**src/rtl/key_event_queue.sv**
```systemverilog
// key_event_queue
//   Debounces the raw per-key pressed bitmap coming from the capture
//   recognizer. Each accepted level change of a key raises a per-key pending
//   flag. A round-robin scanner turns pending flags into note-on/note-off
//   events. Events pass through a small first-word-fall-through FIFO toward
//   the synth stage. Backpressure never drops an event. If a key toggles
//   twice before it is scanned, the two changes merge into one event that
//   carries the level at scan time.
//
// Parameters
//   NUM_KEYS       highest key index (bitmap is NUM_KEYS+1 wide), 1..63
//   STABLE_CYCLES  cycles a raw level must persist before acceptance, 1..65535
//   FIFO_DEPTH     event FIFO entries, power of two, >= 2
//
// Ports
//   clk          clock
//   rst          asynchronous, active-low reset
//   key_down     raw per-key pressed bitmap
//   key_state    debounced, accepted key levels
//   ev_valid     event available at FIFO head
//   ev_ready     consumer accepts the head event
//   ev_key       key index of the head event (0 while ev_valid is low)
//   ev_on        1 = note-on, 0 = note-off (0 while ev_valid is low)
//   pending_any  OR of all per-key pending flags, registered

module key_event_queue #(
  parameter int unsigned NUM_KEYS      = 39,
  parameter int unsigned STABLE_CYCLES = 1024,
  parameter int unsigned FIFO_DEPTH    = 8
) (
  input  logic              clk,
  input  logic              rst,
  input  logic [NUM_KEYS:0] key_down,
  output logic [NUM_KEYS:0] key_state,
  output logic              ev_valid,
  input  logic              ev_ready,
  output logic [5:0]        ev_key,
  output logic              ev_on,
  output logic              pending_any
);

  localparam int unsigned AW = (FIFO_DEPTH > 2) ? $clog2(FIFO_DEPTH) : 1;
  localparam int unsigned CW = $clog2(FIFO_DEPTH + 1);
  localparam logic [15:0]   CNT_LAST = 16'(STABLE_CYCLES - 1);
  localparam logic [5:0]    PTR_LAST = 6'(NUM_KEYS);
  localparam logic [CW-1:0] CNT_FULL = CW'(FIFO_DEPTH);

  // ---------------------------------------------------------------------------
  // Input register: the only consumer of key_down.
  // ---------------------------------------------------------------------------
  logic [NUM_KEYS:0] raw;

  always_ff @(posedge clk or negedge rst) begin
    if (!rst) raw <= '0;
    else      raw <= key_down;
  end

  // ---------------------------------------------------------------------------
  // Per-key debounce.
  // A key's counter runs only while raw disagrees with the accepted level.
  // Any agreement clears the counter, so a glitch shorter than STABLE_CYCLES
  // leaves no trace.
  // ---------------------------------------------------------------------------
  logic [15:0]       cnt [NUM_KEYS+1];
  logic [NUM_KEYS:0] accept;

  always_comb begin
    accept = '0;
    for (int unsigned i = 0; i <= NUM_KEYS; i++) begin
      accept[i] = (raw[i] != key_state[i]) && (cnt[i] == CNT_LAST);
    end
  end

  always_ff @(posedge clk or negedge rst) begin
    if (!rst) begin
      key_state <= '0;
      for (int unsigned i = 0; i <= NUM_KEYS; i++) begin
        cnt[i] <= '0;
      end
    end else begin
      for (int unsigned i = 0; i <= NUM_KEYS; i++) begin
        if (raw[i] == key_state[i]) begin
          cnt[i] <= '0;
        end else if (accept[i]) begin
          key_state[i] <= raw[i];
          cnt[i]       <= '0;
        end else begin
          cnt[i] <= cnt[i] + 16'd1;
        end
      end
    end
  end

  // ---------------------------------------------------------------------------
  // Scanner.
  // ptr visits one key per cycle. It stalls on a pending key only while the
  // FIFO is full.
  // ---------------------------------------------------------------------------
  logic [5:0]        ptr;
  logic [NUM_KEYS:0] pending;
  logic [NUM_KEYS:0] pending_nxt;
  logic              cur_pending;
  logic              cur_state;
  logic              full;
  logic              push;
  logic              pop;
  logic              stall;
  logic [CW-1:0]     count;

  // Explicit compare-select rather than a variable bit-select. This keeps the
  // index width independent of NUM_KEYS.
  always_comb begin
    cur_pending = 1'b0;
    cur_state   = 1'b0;
    for (int unsigned i = 0; i <= NUM_KEYS; i++) begin
      if (ptr == 6'(i)) begin
        cur_pending = pending[i];
        cur_state   = key_state[i];
      end
    end
  end

  // Full comes from the registered count, so a pop in the same cycle does
  // not open a slot for a push.
  assign full  = (count == CNT_FULL);
  assign push  = cur_pending && !full;
  assign stall = cur_pending && full;
  assign pop   = ev_valid && ev_ready;

  // The scanner's clear is applied first and the debounce toggle is ORed in
  // after it. A toggle in the same cycle as the clear therefore keeps the
  // flag set.
  always_comb begin
    pending_nxt = '0;
    for (int unsigned i = 0; i <= NUM_KEYS; i++) begin
      pending_nxt[i] = accept[i] | (pending[i] & ~(push && (ptr == 6'(i))));
    end
  end

  always_ff @(posedge clk or negedge rst) begin
    if (!rst) begin
      pending     <= '0;
      pending_any <= 1'b0;
      ptr         <= '0;
    end else begin
      pending     <= pending_nxt;
      pending_any <= |pending_nxt;
      if (!stall) begin
        ptr <= (ptr == PTR_LAST) ? '0 : ptr + 6'd1;
      end
    end
  end

  // ---------------------------------------------------------------------------
  // Event FIFO: first-word fall-through, entry = {key[5:0], on}.
  // The storage has no reset. Stale entries are never visible because the
  // outputs are gated by ev_valid.
  // ---------------------------------------------------------------------------
  logic [6:0]    mem [FIFO_DEPTH];
  logic [AW-1:0] wr_ptr;
  logic [AW-1:0] rd_ptr;
  logic [6:0]    head;

  always_ff @(posedge clk) begin
    if (push) mem[wr_ptr] <= {ptr, cur_state};
  end

  always_ff @(posedge clk or negedge rst) begin
    if (!rst) begin
      wr_ptr <= '0;
      rd_ptr <= '0;
      count  <= '0;
    end else begin
      if (push) wr_ptr <= wr_ptr + AW'(1);
      if (pop)  rd_ptr <= rd_ptr + AW'(1);
      count <= count + CW'(push) - CW'(pop);
    end
  end

  assign head     = mem[rd_ptr];
  assign ev_valid = (count != '0);
  assign ev_key   = ev_valid ? head[6:1] : '0;
  assign ev_on    = ev_valid ? head[0]   : 1'b0;

endmodule

```
**config.mk**
```make
export PLATFORM = sky130hd
export DESIGN_NAME = key_event_queue
export DESIGN_NICKNAME = d
export VERILOG_FILES = /design/src/rtl/key_event_queue.sv
export SDC_FILE = /design/constraint.sdc
export NUM_CORES = 2
export LEC_CHECK = 0
export CELL_PAD_IN_SITES_DETAIL_PLACEMENT = 0
export CELL_PAD_IN_SITES_GLOBAL_PLACEMENT = 1
export CORE_ASPECT_RATIO = 0.7
export CORE_MARGIN = 5
export CORE_UTILIZATION = 28
export DETAILED_ROUTE_END_ITERATION = 10
export HOLD_SLACK_MARGIN = 0.02
export PLACE_DENSITY = 0.61
export SLEW_MARGIN = 20
export SYNTH_ARGS = -nofsm -noshare
export SYNTH_HDL_FRONTEND = slang
export SYNTH_SLANG_ARGS = --single-unit
```
**constraint.sdc**
```tcl
create_clock -name clk -period 4.5 [get_ports clk]
set_input_delay 0.9 -clock clk [delete_from_list [all_inputs] [get_ports clk]]
set_output_delay 0.9 -clock clk [all_outputs]
set_load 0.01 [all_outputs]
```
==> impl_results.md <==
- Area after detailed placement: 41570 um2
- Top-area cell type share of the netlist area: 0.5087
- Final cell utilization of the core: 0.3280
- Fraction of power consumed by the clock network: 0.459
- Post-Synthesis Mean Instance Area: 10.38 um2
- Pin count of the biggest net entering global routing: 94
- Global-route wire length before repair: 146200 um
- Reported leakage power: 19.12 nW
- Reg clk slew, reported paths: 0.07 ns
- Max-slew violation count: 0
- Routed via count: 26133
- Worst-case reg-to-reg path depth: 13
- Die height: 319.1 um
- Worst slew margin relative to its limit: 0.4010
- Max Root-Sink Buffers: 3
- Commonest non-fill, non-tap cell in the layout: dfrtp_1
- Worst hold slack: 0.2785 ns
- Core box area: 135600 um2
- HPWL after detailed placement: 62170 um
- Net switching component of the power: 3.708 mW
- Power share of the combinational group: 0.047
- Count of input and output buffers: 91
- Number of CTS-inserted buffers: 85
- Clock tree from TritonCTS: built
- Post-CTS setup-driven buffer insertion count: 0
- Fraction of final layout cells with drive strength greater than 1: 0.06909
- Seq cells post-synth: 833
- Routed vias/inst: 4.591
- Type of the worst setup path: reg -> reg
- Upper clock frequency limit: 0.2514 GHz
- Sequential share of power: 0.494
- Detailed-route wire length per cell: 15.74 um
- Final net count: 3932
- Post-Place Setup Slack: 0.2996 ns
- Worst min path class: in -> async
- Synthesized area: 38220 um2
- Clock skew after layout: 0.02734 ns
- Commonest non-fill, non-tap cells in the layout: dfrtp_1 (777), nor2_1 (738), xor2_1 (354), nand3_1 (302), xnor2_1 (220)
- Final Routed Wirelength: 89570 um
- Final setup TNS: 0 ns
- Cell taking the most area after synthesis: dfrtp_1
- Clock sinks: 833
- Async set-or-reset flop fraction in the synthesized netlist: 0.9328
- Final worst path period need: 3.978 ns
- Relative area change from synthesis to final layout: 16.36%
- Worst EP arrival: 4.52 ns
- Reg2Reg Launch Point: ptr[1]
- Total number of H-tree levels: 3
- Row cnt: 113
- Initial core utilization: 0.2819
- Clock tree root driver cell: clkbuf_16
- Max-capacitance violation count: 0
- Hold violation total from the final report: 0
- Maximum VDD drop: 0.2394 mV
- Result of the run: completed
- Number of enable flip-flop cells after synthesis: 56
- Chip Width: 451.6 um
- Internal power consumption: 12.25 mW
- Clock network latency to the later pin of the worst-skew pair: 0.68 ns
- Crit path launch: ptr[1]
- Worst-margin pin slew: 0.8985 ns
- Drc violations: 0
- Switching part of the total power: 0.2324
- Critical Path Sink Type: flip-flop
- Sequential area share after synthesis: 0.5527
- GRT Overall Usage: 0.1248
- CP Data Required Time: 5.04 ns
- Part of the cycle the worst path needs: 0.8840
- Yosys warnings: 0
- Total power density per cell area: 358.7 nW/um2
- Synth area leaders: dfrtp_1 (51%), xor2_1 (8.1%), nor2_1 (7.3%), xnor2_1 (5.0%), edfxtp_1 (4.4%)
- Finished Cell Area: 44470 um2
- R2R Setup Slk: 0.52 ns
- Endpoint of the worst setup timing path: pending_any
- Worst-path fanout max: 33
- Unrepaired setup endpoints after global routing: no
- Hold buffer count at CTS: 0
- GRT overflow: 0
- Final-report setup violation count: 0
- Worst r2r dst: pending_any
- Placer Congestion: 0.8514
- Post-synthesis instance total: 3681
- Number of antenna violations at the first check in global routing: 4
- Number of DRC markers after the initial detailed-route iteration: 1957
- Via count of the first global-routing pass: 25450
- Element type at the critical path start: flip-flop
- Synth unique cells: 77
- Post-detailed-route count of antenna-violating nets: 0
- Synth Net Count: 3777
- Most frequently used flop master after synthesis: dfrtp_1
- Post-route setup slack: 0.5220 ns
- Area enclosed by the die boundary: 144100 um2
- Number of search-and-repair iterations in the first detailed-routing pass: 5
- Number of placed I/O pins: 92
[repair_timing]
action | CTS | global route
endpoints found under the setup margin | 0 | 1
gates resized for setup | 0 | 2
hold endpoints to repair | 0 | 0
[worst max-delay path: stages, from the launching register on]
cell and delay, ns:
dfrtp_1 0.43, inv_1 0.12, ha_2 0.61, nor3b_1 0.11
o31ai_1 0.37, o2111ai_1 0.25, nor2_2 0.33, inv_1 0.11
or4_1 0.49, o21a_1 0.13, nand4bb_1 0.26, nor4_1 0.37
buf_4 0.20, nand4_1 0.07
[how the worst min path moves through the flow]
stage	from	to	slack, ns	cells past startpoint
finish	rst	cnt[616]	0.28	1
global placement	cnt[176]	cnt[176]	0.46	1
detailed placement	cnt[48]	cnt[48]	0.47	1
CTS	rst	cnt[616]	0.27	1
global route	rst	cnt[616]	0.31	1
floorplan	cnt[0]	cnt[0]	0.45	1
[state kept, by name, indices dropped and copies added, names as in the netlist]
| signal | count |
|---|---|
| cnt | 640 |
| mem | 56 |
| key_state | 40 |
| pending | 40 |
| raw | 40 |
| ptr | 6 |
| count | 4 |
| rd_ptr | 3 |
| wr_ptr | 3 |
| pending_any | 1 |
[routing by layer]
metal	up-vias	share of wire	track usage
met3	109	0.056	0.02830
met1	12668	0.53	0.1960
met5	-	0	0
li1	12915	-	-
met4	0	0.017	0.02896
met2	441	0.40	0.1718
[through the flow]
step | std cells | power (mW)
finish | 5692 | 15.95
global route | 5691 | 16.71
CTS | 5690 | 16.29
detailed placement | 5531 | 8.808
global placement | 5531 | 8.805
floorplan | 3681 | 8.400
[final cells by class]
class                      count  area (um2)
multi-input combinational   2706       16550
clock buffer                 128        2564
inverter                      65       249.0
fill                       13798       91110
clock inverter                31       329.1
sequential                   833       21130
timing repair buffer         145        1421
antenna                        2       5.005
tap                         1782        2230
[synthesized netlist by cell type (all sizes together), types with 39 or more instances]
library cell,instances
dfrtp,777
ha,52
mux2,39
nor4,42
inv,64
xnor2,220
clkbuf,63
nor2,739
edfxtp,56
a21oi,64
nand2,212
nand3,302
nor3,39
o21ai,63
or3,40
xor2,354
nand4,124
and3,166
[power groups by stage]
stage          Clock [mW]  Sequential (mW)  Combinational, mW
2_1_floorplan           0             7.93              0.473
3_3_place_gp            0             8.03              0.778
3_5_place_dp            0             8.03              0.781
4_1_cts              7.62             7.89              0.785
5_1_grt              7.92             7.90              0.878
6_report             7.32             7.88              0.755
[kinds of logic (layout without fill, tap and decap cells)]
family          count (synthesis)  after routing  synth area share
other cells                     0              2                 0
xor+xnor                      574            574            0.1315
simple gates                 1804           1804            0.2264
buf+inv                       142            369           0.01470
compound gates                215            215           0.03555
flops                         833            833            0.5527
mux                            60             60           0.02157
fa+ha+maj                      53             53           0.01755
Power figures use the tool's default switching activity.
